`src/rtl/aes_pkg.sv`:
```
// -----------------------------------------------------------------------------
// aes_pkg
// Shared AES control-register definitions: field widths, field offsets of the
// packed control word, the control-word struct, an unpack helper and the
// error-cause encoding reported by the shadowed-register writer.
// No ports (package).
// -----------------------------------------------------------------------------
package aes_pkg;

  // Field widths of the AES control register
  localparam int AES_OP_WIDTH             = 2;
  localparam int AES_MODE_WIDTH           = 6;
  localparam int AES_KEYLEN_WIDTH         = 3;
  localparam int AES_SIDELOAD_WIDTH       = 1;
  localparam int AES_PRNGRESEEDRATE_WIDTH = 3;
  localparam int AES_MANUALOP_WIDTH       = 1;

  // Field offsets inside the packed 16-bit control word
  localparam int CTRL_MANUAL_OP_OFFSET        = 0;
  localparam int CTRL_PRNG_RESEED_RATE_OFFSET = CTRL_MANUAL_OP_OFFSET + AES_MANUALOP_WIDTH;
  localparam int CTRL_SIDELOAD_OFFSET         = CTRL_PRNG_RESEED_RATE_OFFSET + AES_PRNGRESEEDRATE_WIDTH;
  localparam int CTRL_KEY_LEN_OFFSET          = CTRL_SIDELOAD_OFFSET + AES_SIDELOAD_WIDTH;
  localparam int CTRL_MODE_OFFSET             = CTRL_KEY_LEN_OFFSET + AES_KEYLEN_WIDTH;
  localparam int CTRL_OPERATION_OFFSET        = CTRL_MODE_OFFSET + AES_MODE_WIDTH;
  localparam int CTRL_WIDTH                   = CTRL_OPERATION_OFFSET + AES_OP_WIDTH;

  typedef struct packed {
    logic [AES_OP_WIDTH-1:0]             operation;
    logic [AES_MODE_WIDTH-1:0]           mode;
    logic [AES_KEYLEN_WIDTH-1:0]         key_len;
    logic [AES_SIDELOAD_WIDTH-1:0]       sideload;
    logic [AES_PRNGRESEEDRATE_WIDTH-1:0] prng_reseed_rate;
    logic [AES_MANUALOP_WIDTH-1:0]       manual_operation;
  } ctrl_reg_t;

  // Failure cause reported alongside err_o
  typedef enum logic [2:0] {
    ERR_NONE     = 3'd0,
    ERR_TIMEOUT  = 3'd1,
    ERR_PHASE    = 3'd2,
    ERR_UPDATE   = 3'd3,
    ERR_MISMATCH = 3'd4,
    ERR_STORAGE  = 3'd5
  } err_code_e;

  // Build the control struct from a raw word using the shared offsets
  function automatic ctrl_reg_t ctrl_unpack(input logic [CTRL_WIDTH-1:0] raw);
    ctrl_reg_t c;
    c.operation        = raw[CTRL_OPERATION_OFFSET        +: AES_OP_WIDTH];
    c.mode             = raw[CTRL_MODE_OFFSET             +: AES_MODE_WIDTH];
    c.key_len          = raw[CTRL_KEY_LEN_OFFSET          +: AES_KEYLEN_WIDTH];
    c.sideload         = raw[CTRL_SIDELOAD_OFFSET         +: AES_SIDELOAD_WIDTH];
    c.prng_reseed_rate = raw[CTRL_PRNG_RESEED_RATE_OFFSET +: AES_PRNGRESEEDRATE_WIDTH];
    c.manual_operation = raw[CTRL_MANUAL_OP_OFFSET        +: AES_MANUALOP_WIDTH];
    return c;
  endfunction

endpackage

```
`src/rtl/aes_ctrl_shadow_writer.sv`:
```
// -----------------------------------------------------------------------------
// aes_ctrl_shadow_writer
// Programs the shadowed AES control register: waits for the core to go idle,
// performs the double-write sequence, checks the shadow phase / update error
// after each write, retries phase and update failures up to MaxRetries times,
// and reports success (done_o) or a failure cause (err_o, err_code_o).
// A storage error is fatal and holds the block in ERROR until reset.
//
// Optional feature: define AES_CTRL_SHADOW_READBACK_EN to add a READBACK state
// that compares the committed value rdata_i against the requested config.
//
// Ports:
//   clk_i, rst_i            clock, asynchronous active-high reset
//   req_i, cfg_i[15:0]      program request and packed config word
//   busy_o                  high whenever the FSM is not IDLE
//   done_o, err_o           one-cycle success / failure pulses
//   err_code_o[2:0]         failure cause, valid with err_o
//   fatal_o                 sticky storage error
//   we_o, wdata_o[15:0]     shadowed write strobe and data (0 when idle)
//   idle_i                  AES core idle
//   phase_i                 shadow phase
//   err_update_i            update mismatch
//   err_storage_i           storage mismatch
//   rdata_i[15:0]           committed register value (readback build only)
// -----------------------------------------------------------------------------
module aes_ctrl_shadow_writer
  import aes_pkg::*;
#(
  parameter int MaxRetries  = 2,
  parameter int IdleTimeout = 255
) (
  input  logic        clk_i,
  input  logic        rst_i,
  input  logic        req_i,
  input  logic [15:0] cfg_i,
  output logic        busy_o,
  output logic        done_o,
  output logic        err_o,
  output logic [2:0]  err_code_o,
  output logic        fatal_o,
  output logic        we_o,
  output logic [15:0] wdata_o,
  input  logic        idle_i,
  input  logic        phase_i,
  input  logic        err_update_i,
  input  logic        err_storage_i,
  input  logic [15:0] rdata_i
);

  localparam int RetryW = (MaxRetries < 1) ? 1 : $clog2(MaxRetries + 1);
  localparam int TmoW   = (IdleTimeout < 2) ? 1 : $clog2(IdleTimeout);

  localparam logic [RetryW-1:0] RetryMax = RetryW'(MaxRetries);
  // WAIT_IDLE is entered with the counter at 0, so the last allowed cycle
  // is the one where the counter reads IdleTimeout-1.
  localparam logic [TmoW-1:0]   TmoLast  = TmoW'(IdleTimeout - 1);

  typedef enum logic [3:0] {
    ST_IDLE,
    ST_WAIT_IDLE,
    ST_WR1,
    ST_CHK1,
    ST_WR2,
    ST_CHK2,
`ifdef AES_CTRL_SHADOW_READBACK_EN
    ST_READBACK,
`endif
    ST_DONE,
    ST_ERROR
  } state_e;

  state_e            state_q;
  ctrl_reg_t         cfg_q;
  logic [RetryW-1:0] retry_q;
  logic [TmoW-1:0]   tmo_q;
  logic              busy_q;
  logic              done_q;
  logic              err_q;
  err_code_e         err_code_q;
  logic              fatal_q;
  logic              we_q;

  // Failure cause of the current check state, ERR_NONE when the check passes
  err_code_e         chk_code_d;

  always_comb begin
    chk_code_d = ERR_NONE;
    if (state_q == ST_CHK1) begin
      if (!phase_i) chk_code_d = ERR_PHASE;
    end else if (state_q == ST_CHK2) begin
      // An update mismatch takes precedence over a stuck phase
      if (err_update_i)  chk_code_d = ERR_UPDATE;
      else if (phase_i)  chk_code_d = ERR_PHASE;
    end
  end

  always_ff @(posedge clk_i or posedge rst_i) begin
    if (rst_i) begin
      state_q    <= ST_IDLE;
      cfg_q      <= '0;
      retry_q    <= '0;
      tmo_q      <= '0;
      busy_q     <= 1'b0;
      done_q     <= 1'b0;
      err_q      <= 1'b0;
      err_code_q <= ERR_NONE;
      fatal_q    <= 1'b0;
      we_q       <= 1'b0;
    end else begin
      // Pulse outputs default low every cycle
      done_q     <= 1'b0;
      err_q      <= 1'b0;
      err_code_q <= ERR_NONE;
      we_q       <= 1'b0;

      if (state_q != ST_IDLE && err_storage_i) begin
        // Storage corruption overrides every other transition. Once fatal,
        // the failure has already been reported, so no further pulses.
        state_q <= ST_ERROR;
        busy_q  <= 1'b1;
        fatal_q <= 1'b1;
        if (!fatal_q) begin
          err_q      <= 1'b1;
          err_code_q <= ERR_STORAGE;
        end
      end else begin
        case (state_q)
          ST_IDLE: begin
            if (req_i && !fatal_q) begin
              cfg_q   <= ctrl_unpack(cfg_i);
              retry_q <= '0;
              tmo_q   <= '0;
              busy_q  <= 1'b1;
              state_q <= ST_WAIT_IDLE;
            end
          end

          ST_WAIT_IDLE: begin
            if (idle_i) begin
              we_q    <= 1'b1;
              state_q <= ST_WR1;
            end else if (tmo_q == TmoLast) begin
              err_q      <= 1'b1;
              err_code_q <= ERR_TIMEOUT;
              state_q    <= ST_ERROR;
            end else begin
              tmo_q <= tmo_q + 1'b1;
            end
          end

          ST_WR1: state_q <= ST_CHK1;

          ST_WR2: state_q <= ST_CHK2;

          ST_CHK1, ST_CHK2: begin
            if (chk_code_d != ERR_NONE) begin
              if (retry_q < RetryMax) begin
                retry_q <= retry_q + 1'b1;
                tmo_q   <= '0;
                state_q <= ST_WAIT_IDLE;
              end else begin
                err_q      <= 1'b1;
                err_code_q <= chk_code_d;
                state_q    <= ST_ERROR;
              end
            end else if (state_q == ST_CHK1) begin
              we_q    <= 1'b1;
              state_q <= ST_WR2;
            end else begin
`ifdef AES_CTRL_SHADOW_READBACK_EN
              state_q <= ST_READBACK;
`else
              done_q  <= 1'b1;
              state_q <= ST_DONE;
`endif
            end
          end

`ifdef AES_CTRL_SHADOW_READBACK_EN
          ST_READBACK: begin
            // A differing committed value means the register legalised the
            // request; rewriting would give the same result, so no retry.
            if (cfg_q == rdata_i) begin
              done_q  <= 1'b1;
              state_q <= ST_DONE;
            end else begin
              err_q      <= 1'b1;
              err_code_q <= ERR_MISMATCH;
              state_q    <= ST_ERROR;
            end
          end
`endif

          ST_DONE: begin
            busy_q  <= 1'b0;
            state_q <= ST_IDLE;
          end

          ST_ERROR: begin
            if (!fatal_q) begin
              busy_q  <= 1'b0;
              state_q <= ST_IDLE;
            end
          end

          default: begin
            busy_q  <= 1'b0;
            state_q <= ST_IDLE;
          end
        endcase
      end
    end
  end

`ifndef AES_CTRL_SHADOW_READBACK_EN
  // Readback is compiled out; the port is kept for a uniform interface
  logic unused_rdata;
  assign unused_rdata = ^rdata_i;
`endif

  assign busy_o     = busy_q;
  assign done_o     = done_q;
  assign err_o      = err_q;
  assign err_code_o = err_code_q;
  assign fatal_o    = fatal_q;
  assign we_o       = we_q;
  assign wdata_o    = we_q ? cfg_q : '0;

endmodule
```
`config.mk`:
```
export PLATFORM = sky130hd
export DESIGN_NAME = aes_ctrl_shadow_writer
export DESIGN_NICKNAME = d
export VERILOG_FILES = /design/src/rtl/aes_pkg.sv /design/src/rtl/aes_ctrl_shadow_writer.sv
export SDC_FILE = /design/constraint.sdc
export NUM_CORES = 1
export LEC_CHECK = 0
export ABC_AREA = 1
export BUFFER_PORTS_ARGS = -buffer_cell sky130_fd_sc_hd__buf_4
export CAP_MARGIN = 40
export CORE_UTILIZATION = 40
export CTS_BUF_LIST = sky130_fd_sc_hd__clkbuf_4 sky130_fd_sc_hd__clkbuf_8 sky130_fd_sc_hd__clkbuf_16
export DETAILED_ROUTE_END_ITERATION = 10
export GPL_ROUTABILITY_DRIVEN = 0
export GPL_TIMING_DRIVEN = 1
export PLACE_DENSITY = 0.8
export SLEW_MARGIN = 20
export SYNTH_ARGS = -nofsm -noshare
export SYNTH_HDL_FRONTEND = slang
export SYNTH_SLANG_ARGS = --single-unit
```
`constraint.sdc`:
```
create_clock -name clk_i -period 1.8 [get_ports clk_i]
set_clock_uncertainty 0.2 [all_clocks]
set_input_delay 0.27 -clock clk_i [delete_from_list [all_inputs] [get_ports clk_i]]
set_output_delay 0.27 -clock clk_i [all_outputs]
set_load 0.05 [all_outputs]
```
==> impl_metrics.toml, run 1 <==
[outcome]
status = "finished clean"

[timing]
finalHoldViolations = 0
fmax_mhz = 564
report.final.slew_viol_count = 0
min_period_ns = 1.77
whs_ns = 0.00496
relSlewSlack = 0.695
setup_viol = 0
fin_crit_sh = 0.986
setup_ws_ns = 0.0260
tightest_slew_ns = 0.458

[synth]
synthMuxAreaShare = 0.0894
synth-xor-area-share = 0.0130
syn_inst = 249
synth_fa_ha_area_frac = 0.0124
synth_top_family_by_area = "simple AND/OR/NAND/NOR gates"
ys_ff_latch = 37
synth_edf_count = 0
avgSynthCellArea_um2 = 8.09
synth_cell_types = 27
ys_warn_count = 0
synth_area_um2 = 2010
ys_async_sr_fraction = 1.00
synth-simple-area-share = 0.304
synthesis.nets = 290
synthFlopType = "dfrtp_1"
ys_seq_area_frac = 0.460
synth_compound_area_frac = 0.0398

[global_route]
busiest_layer = "met2"
grt_max_degree = 38
grt_usage = 0.183
antenna_found_initial = 0
grt_pass1_vias = 1739
grtUsageMet3 = 0.0373
grt-ovfl-total = 0
grt_pass1_wl_mm = 7.47
grtUsageMet2 = 0.325
grtUsageMet1 = 0.218

[floorplan]
core_area_um2 = 4790
rows = 25
ios = 63
initial_core_util = 0.421
die_h_um = 73.0
die_w_um = 73.0
dieArea_um2 = 5320

[pwr]
cellPowerDensity_nw_per_um2 = 1010
p_seq_frac = 0.365
clkPwrFrac = 0.200
vdd_drop_max_uv = 401
comb_power_share = 0.436
p_int_mw = 1.70
p_leak_nw = 1.45
p_sw_frac = 0.400
power.switching_mw = 1.13

[final_layout]
drive_gt1_frac = 0.348
synthToLayoutAreaGrowth_pct = 38.9
antenna_cells = 0
layout_commonest_cell = "nand2_1"
final_cell_mix = "nand2_1 (71), buf_4 (58), dfrtp_1 (32)"
nets = 359

[placement]
dp_hpwl_mm = 3.25
pre_cts_slack_ns = 0.00269
portBuffers = 46

[clocking]
clockRootBuffer = "clkbuf_8"
clock_latency_ns = 0.28
clock_sinks = 37
clkTransAtPathRegs_ns = 0.07
cts_tree = "built"
cts_htree_levels = 2
clock_path_buffers = 2
cts_buffers = 5

[setup_path]
critPathRequiredTime_ns = 1.82
arrival_ns = 1.79
critPathKind = "reg2reg"
path_cells = "buf_4, nand3_2, inv_1, nand2_1, nand2_1, a21oi_4, buf_12, nand3_1, nand2_1"
critical-path-max-stage-delay_ns = 0.48
critPathTopFamily = "flip-flops"
startpoint_type = "register"
path_buf_inv = 3
cp_common_cell = "nand2_1"
end_kind = "register"
path_max_fanout = 8
critical-path-slowest-cell = "dfrtp_2"

[route]
drcViolationCount = 0
drt-initial-drc-count = 87
first_pass_iters = 4
vias = 1877
drtAntennaViolNets = 0
wirelength_mm = 4.79
drt-wirelength-per-cell_um = 12.4
avgViaCountPerCell = 4.86

[job]
max_cap_violations = 0

[worst_hold_path]
hp-class = "in2reg"
[flip-flops by register name, indices dropped and copies added, names as in the netlist, 2 cells and up]
register    flops
retry_q         2
cfg_q          16
state_q         3
tmo_q           8
err_code_o      3
[cells in the mapped netlist (3+ instances only)]
library cell | count | area (µm²)
dfrtp_1 | 37 | 926
inv_1 | 34 | 128
inv_2 | 5 | 18.8
mux2_1 | 16 | 180
nand2_1 | 74 | 278
nand2_2 | 3 | 18.8
nand3_1 | 19 | 95.1
nor2_1 | 30 | 113
[layer usage]
layer  vias up  part of all wire  routed length (µm)
li1        916                 -                   -
met1       877              0.41                1950
met2        70              0.51                2440
met3        14             0.058                 278
met4         0             0.025                 119
met5         -                 0                   0
[power groups by stage]
| stage | sequential, mW | combinational (mW) | clock (mW) |
|---|---|---|---|
| 2_1_floorplan | 1.06 | 0.604 | 0 |
| 3_3_place_gp | 1.02 | 0.988 | 0 |
| 3_5_place_dp | 1.03 | 1.02 | 0 |
| 4_1_cts | 1.01 | 1.04 | 0.573 |
| 5_1_grt | 1.04 | 1.33 | 0.616 |
| 6_report | 1.03 | 1.23 | 0.567 |
[repair_timing]
item / CTS / global route
pin swaps: 0 / 3
cloned: 1 / 0
resized for setup: 1 / 19
setup endpoints to repair: 15 / 29
hold buffers: 2 / 3
setup buffers: 0 / 6
hold endpoints to repair: 38 / 3
[final timing paths]
check	startpoint	cells after the start	end	slack (ns)
setup / recovery	state_q[0]$_DFFE_PP0P_	9	tmo_q[7]$_DFFE_PP0P_	0.03
hold / removal	cfg_i[9]	2	cfg_q[9]$_DFFE_PP0P_	0.005
setup reg to reg	state_q[0]$_DFFE_PP0P_	9	tmo_q[7]$_DFFE_PP0P_	0.03
hold reg to reg	cfg_q[0]$_DFFE_PP0P_	1	cfg_q[0]$_DFFE_PP0P_	0.29
max in group asynchronous	rst_i	4	state_q[1]$_DFFE_PP0P_	0.60
min in group asynchronous	rst_i	4	tmo_q[5]$_DFFE_PP0P_	0.45
[metrics by stage]
stage               instances  utilization  TNS [ns]  power [mW]  instance area (µm²)
floorplan                 249            -         0        1.67                 2060
global placement          366        0.530         0        2.01                 2540
detailed placement        366        0.530         0        2.05                 2540
CTS                       377        0.556         0        2.62                 2660
global route              386        0.585    -0.217        2.99                 2800
finish                    386        0.585         0        2.83                 2800
[logic make-up (layout without fill, tap and decap cells)]
kind of cell	Yosys count	after routing
and+or+nand+nor	138	139
buffers and inverters	43	112
DFF	37	37
muxes	16	16
AOI/OAI and AO/OA	10	10
xor gates and xnor gates	3	3
adders and majority gates	2	2
[area by class of cell]
class,count,area [µm²]
Clock inverter,2,10.0
Timing Repair Buffer,65,517
Multi-Input combinational cell,170,993
Clock buffer,6,76.3
Fill cell,410,1990
Inverter,39,186
Tap cell,67,83.8
Sequential cell,37,932
Note: power is estimated with default switching activity, not from simulation.
==> run 2, diff against run 1 <==
CORE_UTILIZATION = 46   (was 40)
PLACE_DENSITY = 0.88   (was 0.8)
==> impl_metrics.toml, run 2 (synthesis results as in run 1) <==
[outcome]
status = "finished with violations"
violations = "hold timing, setup timing"

[final_layout]
final_cell_mix = "nand2_1 (65), buf_4 (62), dfrtp_1 (32)"
synthToLayoutAreaGrowth_pct = 47.6
fin_area_um2 = 2970
regMostFlops = "cfg_q"
largest_reg_flops = 16
biggestRegsByFlops = "cfg_q (16), tmo_q (8)"
drive_gt1_frac = 0.370
nets = 375
layout_commonest_cell = "nand2_1"
antenna_cells = 0
final_util = 0.723

[floorplan]
die_w_um = 68.2
core_area_um2 = 4120
initial_core_util = 0.490
rows = 23
die_h_um = 68.2
dieArea_um2 = 4650
ios = 63

[clocking]
clockRootBuffer = "clkbuf_8"
cts_htree_levels = 2
cts_buffers = 5
clock_latency_ns = 0.31
clock_sinks = 37
clkTransAtPathRegs_ns = 0.09
cts_tree = "built"
clock_path_buffers = 2

[placement]
portBuffers = 46
pre_cts_slack_ns = 0.0109
dp_hpwl_mm = 3.38
dpl-instance-area_um2 = 2540

[global_route]
grt_max_degree = 38
grt_pass1_wl_mm = 9.54
antenna_found_initial = 0
grt-ovfl-total = 0
grt_pass1_vias = 2047
grt_usage = 0.292

[setup_path]
reg2regPathDepth = 9
r2r-start = "state_q[0]$_DFFE_PP0P_"
rrSetupSlack_ns = -0.02
end_kind = "primary output"
critPathRequiredTime_ns = 1.33
startpoint_type = "register"
arrival_ns = 1.39
rr_endpoint = "tmo_q[5]$_DFFE_PP0P_"
critPathKind = "reg2out"
path_max_fanout = 8
crit_start = "we_o$_DFF_PP0_"

[worst_hold_path]
hp-start = "cfg_i[13]"
hp-class = "in2reg"
min_to = "cfg_q[13]$_DFFE_PP0P_"
hold_depth = 2

[route]
first_pass_iters = 5
drt-wirelength-per-cell_um = 20.1
drcViolationCount = 0
drt-initial-drc-count = 338
drtAntennaViolNets = 0
avgViaCountPerCell = 5.85
wirelength_mm = 7.74
vias = 2251

[timing]
tightest_slew_ns = 0.461
report.final.slew_viol_count = 0
finalHoldViolations = 1
fmax_mhz = 539
setup_ws_ns = -0.0562
whs_ns = -0.000928
fin_crit_sh = 1.03
min_period_ns = 1.86
setup_viol = 12
fin_tns_setup_ns = -0.194
rsz0062_at_grt = "true"
relSlewSlack = 0.692

[pwr]
power_mw = 3.21
power.switching_mw = 1.31
vdd_drop_max_uv = 425
p_leak_nw = 1.55
p_seq_frac = 0.320
p_sw_frac = 0.407
comb_power_share = 0.435
p_int_mw = 1.90
clkPwrFrac = 0.245
cellPowerDensity_nw_per_um2 = 1080

[job]
max_cap_violations = 0
run 2: changes by cell type in the layout (fill, tap and decap cells not counted), sizes merged:
cell / before / now
bufinv: 0 / 1
buf: 60 / 66
dlygate4sd3: 5 / 14
clkinv: 2 / 0
clkinvlp: 10 / 11
clkbuf: 6 / 7
run 2: layer usage:
metal  share of wire  vias to the layer above  wire [µm]  GRT usage
met5               0                        -          0          0
met4           0.071                        0        546      0.219
met3            0.11                       69        816     0.0883
met2            0.48                      189       3720      0.501
met1            0.34                     1047       2660      0.295
li1                -                      946          -          -
run 2: critical path, cell delays in order, from the launching register on:
cell      delay [ns]
dfrtp_2         0.44
clkbuf_4        0.23
nand2_1         0.10
inv_1           0.09
buf_4           0.21
run 2: timing repair:
action                     CTS  global route
hold buffers                14             0
hold endpoints to repair    50             0
resized for setup            0            32
buffers inserted             0             8
setup endpoints to repair    0            41
run 2: through the flow:
stage          hold slack (ns)  instances
2_1_floorplan            0.143        249
3_3_place_gp             0.206        354
3_5_place_dp             0.210        354
4_1_cts                0.00243        376
5_1_grt               -0.00503        385
6_report             -0.000928        385
run 2: how the worst max path moves through the flow:
stage | end | slack, ns
finish | wdata_o[13] | -0.06
global route | wdata_o[0] | -0.14
CTS | tmo_q[3]$_DFFE_PP0P_ | 0.0003
detailed placement | tmo_q[3]$_DFFE_PP0P_ | 0.01
global placement | cfg_q[10]$_DFFE_PP0P_ | 0.06
floorplan | wdata_o[0] | 0.08
run 2: layout make-up:
class / count / area, µm²
clock buffer: 6 / 82.6
fill: 225 / 1140
clock inverter: 2 / 37.5
inverter: 39 / 186
timing repair buffer: 81 / 658
multi-input combinational: 170 / 1010
sequential: 37 / 932
tap: 50 / 62.6
run 2: power by group through the flow:
stage	Sequential [mW]	Clock, mW	Combinational, mW
after CTS	0.997	0.770	1.07
after global placement	1.01	0	1.01
after floorplan	1.06	0	0.604
after detailed placement	1.01	0	1.04
final	1.03	0.785	1.40
after global routing	1.03	0.812	1.49
==> run 3, diff against run 2 <==
ABC_AREA = 0   (was 1)
CORE_UTILIZATION = 45   (was 46)
PLACE_DENSITY = 0.87   (was 0.88)
==> impl_metrics.toml, run 3 <==
[outcome]
status = "finished with violations"
violations = "setup timing"

[timing]
rsz0062_at_grt = "true"
finalHoldViolations = 0
min_period_ns = 1.87
fin_tns_setup_ns = -0.543
fmax_mhz = 536
fin_crit_sh = 1.04
report.final.slew_viol_count = 0
relSlewSlack = 0.691
tightest_slew_ns = 0.463
setup_ws_ns = -0.0656
setup_viol = 22

[setup_path]
critPathRequiredTime_ns = 1.79
end_kind = "register"
startpoint_type = "register"
arrival_ns = 1.85
critical-path-max-stage-delay_ns = 0.44
critical-path-slowest-cell = "or3_4"
path_cells = "or3_4, o21ai_4, o211ai_2, a21oi_4, mux2_4"
critPathKind = "reg2reg"
path_max_fanout = 5

[synth]
synth_edf_count = 0
syn_inst = 181
ys_async_sr_fraction = 1.00
yosys.area.top_type = "dfrtp_1"
synthMostInstantiatedCell = "dfrtp_1"
avgSynthCellArea_um2 = 10.6
synth_area_um2 = 1920
synthesis.nets = 222
synth_cell_types = 42
synthTopCellsByCount = "dfrtp_1 (37), and2_1 (16), nand2_1 (11), a21oi_1 (10)"
ys_seq_area_frac = 0.481
ys_warn_count = 0
synthFlopType = "dfrtp_1"
synth_area_leaders = "dfrtp_1 (48%), mux2_4 (6.2%), mux2_2 (5.3%), and2_1 (5.2%), nand2b_1 (2.9%)"
synth_top_area_share = 0.481
ys_ff_latch = 37

[route]
drt-wirelength-per-cell_um = 15.8
wirelength_mm = 4.98
vias = 1708
drtAntennaViolNets = 0
drt-initial-drc-count = 92
drcViolationCount = 0
first_pass_iters = 4
avgViaCountPerCell = 5.42

[final_layout]
fin_area_um2 = 2790
biggestRegsByFlops = "cfg_q (16), tmo_q (8)"
regMostFlops = "cfg_q"
synthToLayoutAreaGrowth_pct = 45.1
final_util = 0.688
layout_commonest_cell = "buf_4"
final_cell_mix = "buf_4 (77), dfrtp_1 (35), nand2_1 (11)"
antenna_cells = 0
nFillCells = 282
largest_reg_flops = 16
drive_gt1_frac = 0.509
nets = 305

[clocking]
clockRootBuffer = "clkbuf_8"
clock_sinks = 37
clock_path_buffers = 2
cts_buffers = 5
clock_latency_ns = 0.30
clkTransAtPathRegs_ns = 0.08
cts_tree = "built"
cts_htree_levels = 2

[global_route]
grtUsageMet3 = 0.0557
antenna_found_initial = 0
busiest_layer = "met2"
grtUsageMet1 = 0.261
grt_pass1_wl_mm = 7.55
grtUsageMet2 = 0.421
grt_usage = 0.234
grt-ovfl-total = 0
grt_pass1_vias = 1590
grt_max_degree = 38

[floorplan]
die_h_um = 67.4
core_area_um2 = 4060
rows = 23
die_w_um = 67.4
ios = 63
initial_core_util = 0.474
dieArea_um2 = 4540

[placement]
dp_hpwl_mm = 3.30
pre_cts_slack_ns = -0.103
portBuffers = 46
dpl-instance-area_um2 = 2520

[worst_hold_path]
hp-class = "in2reg"

[pwr]
cellPowerDensity_nw_per_um2 = 1090
comb_power_share = 0.467
power.switching_mw = 1.14
vdd_drop_max_uv = 675
p_leak_nw = 1.37
p_int_mw = 1.90
p_sw_frac = 0.376
p_seq_frac = 0.343
power_mw = 3.04
clkPwrFrac = 0.190

[job]
max_cap_violations = 0
==> run 3: cell count changes after synthesis, moves of 8 or more <==
cell / delta
a21oi_1: +8
and2_1: +16
inv_1: -30
mux2_1: -16
mux2_2: +9
mux2_4: +8
nand2_1: -63
nand2b_1: +9
nand3_1: -11
nor2_1: -22
==> run 3: area by class of cell <==
| type | instances | area [µm²] | share of cell area |
|---|---|---|---|
| Tap cell | 50 | 62.6 | 0.0224 |
| Multi-Input combinational cell | 131 | 1040 | 0.373 |
| Clock inverter | 2 | 10.0 | 0.00359 |
| Timing Repair Buffer | 85 | 658 | 0.236 |
| Clock buffer | 6 | 76.3 | 0.0274 |
| Sequential cell | 37 | 928 | 0.333 |
| Inverter | 4 | 15.0 | 0.00538 |
==> run 3: repair_timing <==
action | CTS | global route
cloned | 1 | 0
pin swaps | 3 | 2
gates resized for setup | 13 | 11
endpoints found under the hold margin | 44 | 0
buffers inserted | 1 | 1
endpoints found under the setup margin | 31 | 45
hold buffers | 8 | 0
==> run 3: per-layer routing <==
layer | up-vias | routed length, µm
met1 | 834 | 2040
met5 | - | 0
met4 | 0 | 80
met2 | 59 | 2590
met3 | 7 | 268
li1 | 808 | -
==> run 3: path summary, 6_finish.rpt <==
kind,start,to,slack [ns],cells past startpoint
max,state_q[1]$_DFFE_PP0P_,tmo_q[1]$_DFFE_PP0P_,-0.07,5
min,cfg_i[12],cfg_q[12]$_DFFE_PP0P_,0.009,2
max reg2reg,state_q[1]$_DFFE_PP0P_,tmo_q[1]$_DFFE_PP0P_,-0.07,5
min reg2reg,cfg_q[6]$_DFFE_PP0P_,cfg_q[6]$_DFFE_PP0P_,0.30,1
max in group asynchronous,rst_i,fatal_o$_DFFE_PP0P_,0.59,4
min in group asynchronous,rst_i,cfg_q[15]$_DFFE_PP0P_,0.45,4
==> run 3: critical path: cells and delay by family (launching register included) <==
| family | cells | cell delay, ns |
|---|---|---|
| compound gates | 3 | 0.40 |
| simple gates | 1 | 0.44 |
| flops | 1 | 0.42 |
| mux | 1 | 0.31 |
==> run 3: power groups by stage <==
| stage | combinational [mW] | sequential (mW) | clock [mW] |
|---|---|---|---|
| floorplan | 0.695 | 1.09 | 0 |
| global placement | 1.20 | 1.04 | 0 |
| detailed placement | 1.24 | 1.05 | 0 |
| CTS | 1.36 | 1.04 | 0.597 |
| global route | 1.52 | 1.05 | 0.630 |
| finish | 1.42 | 1.04 | 0.578 |
==> run 3: stage by stage <==
step | hold slack (ns) | std cells
floorplan | 0.143 | 181
global placement | 0.209 | 297
detailed placement | 0.217 | 297
CTS | 0.000875 | 314
global route | 0.00613 | 315
finish | 0.00932 | 315
==> run 3: cell families (layout without fill, tap and decap cells) <==
group	after synthesis	count (layout)	share of synthesized area
adder cells (fa/ha/maj)	2	2	0.0130
AND/OR/NAND/NOR	68	69	0.195
buffers and inverters	14	97	0.0397
multiplexers	19	19	0.126
flip-flops	37	37	0.481
AO/OA/AOI/OAI	41	41	0.145
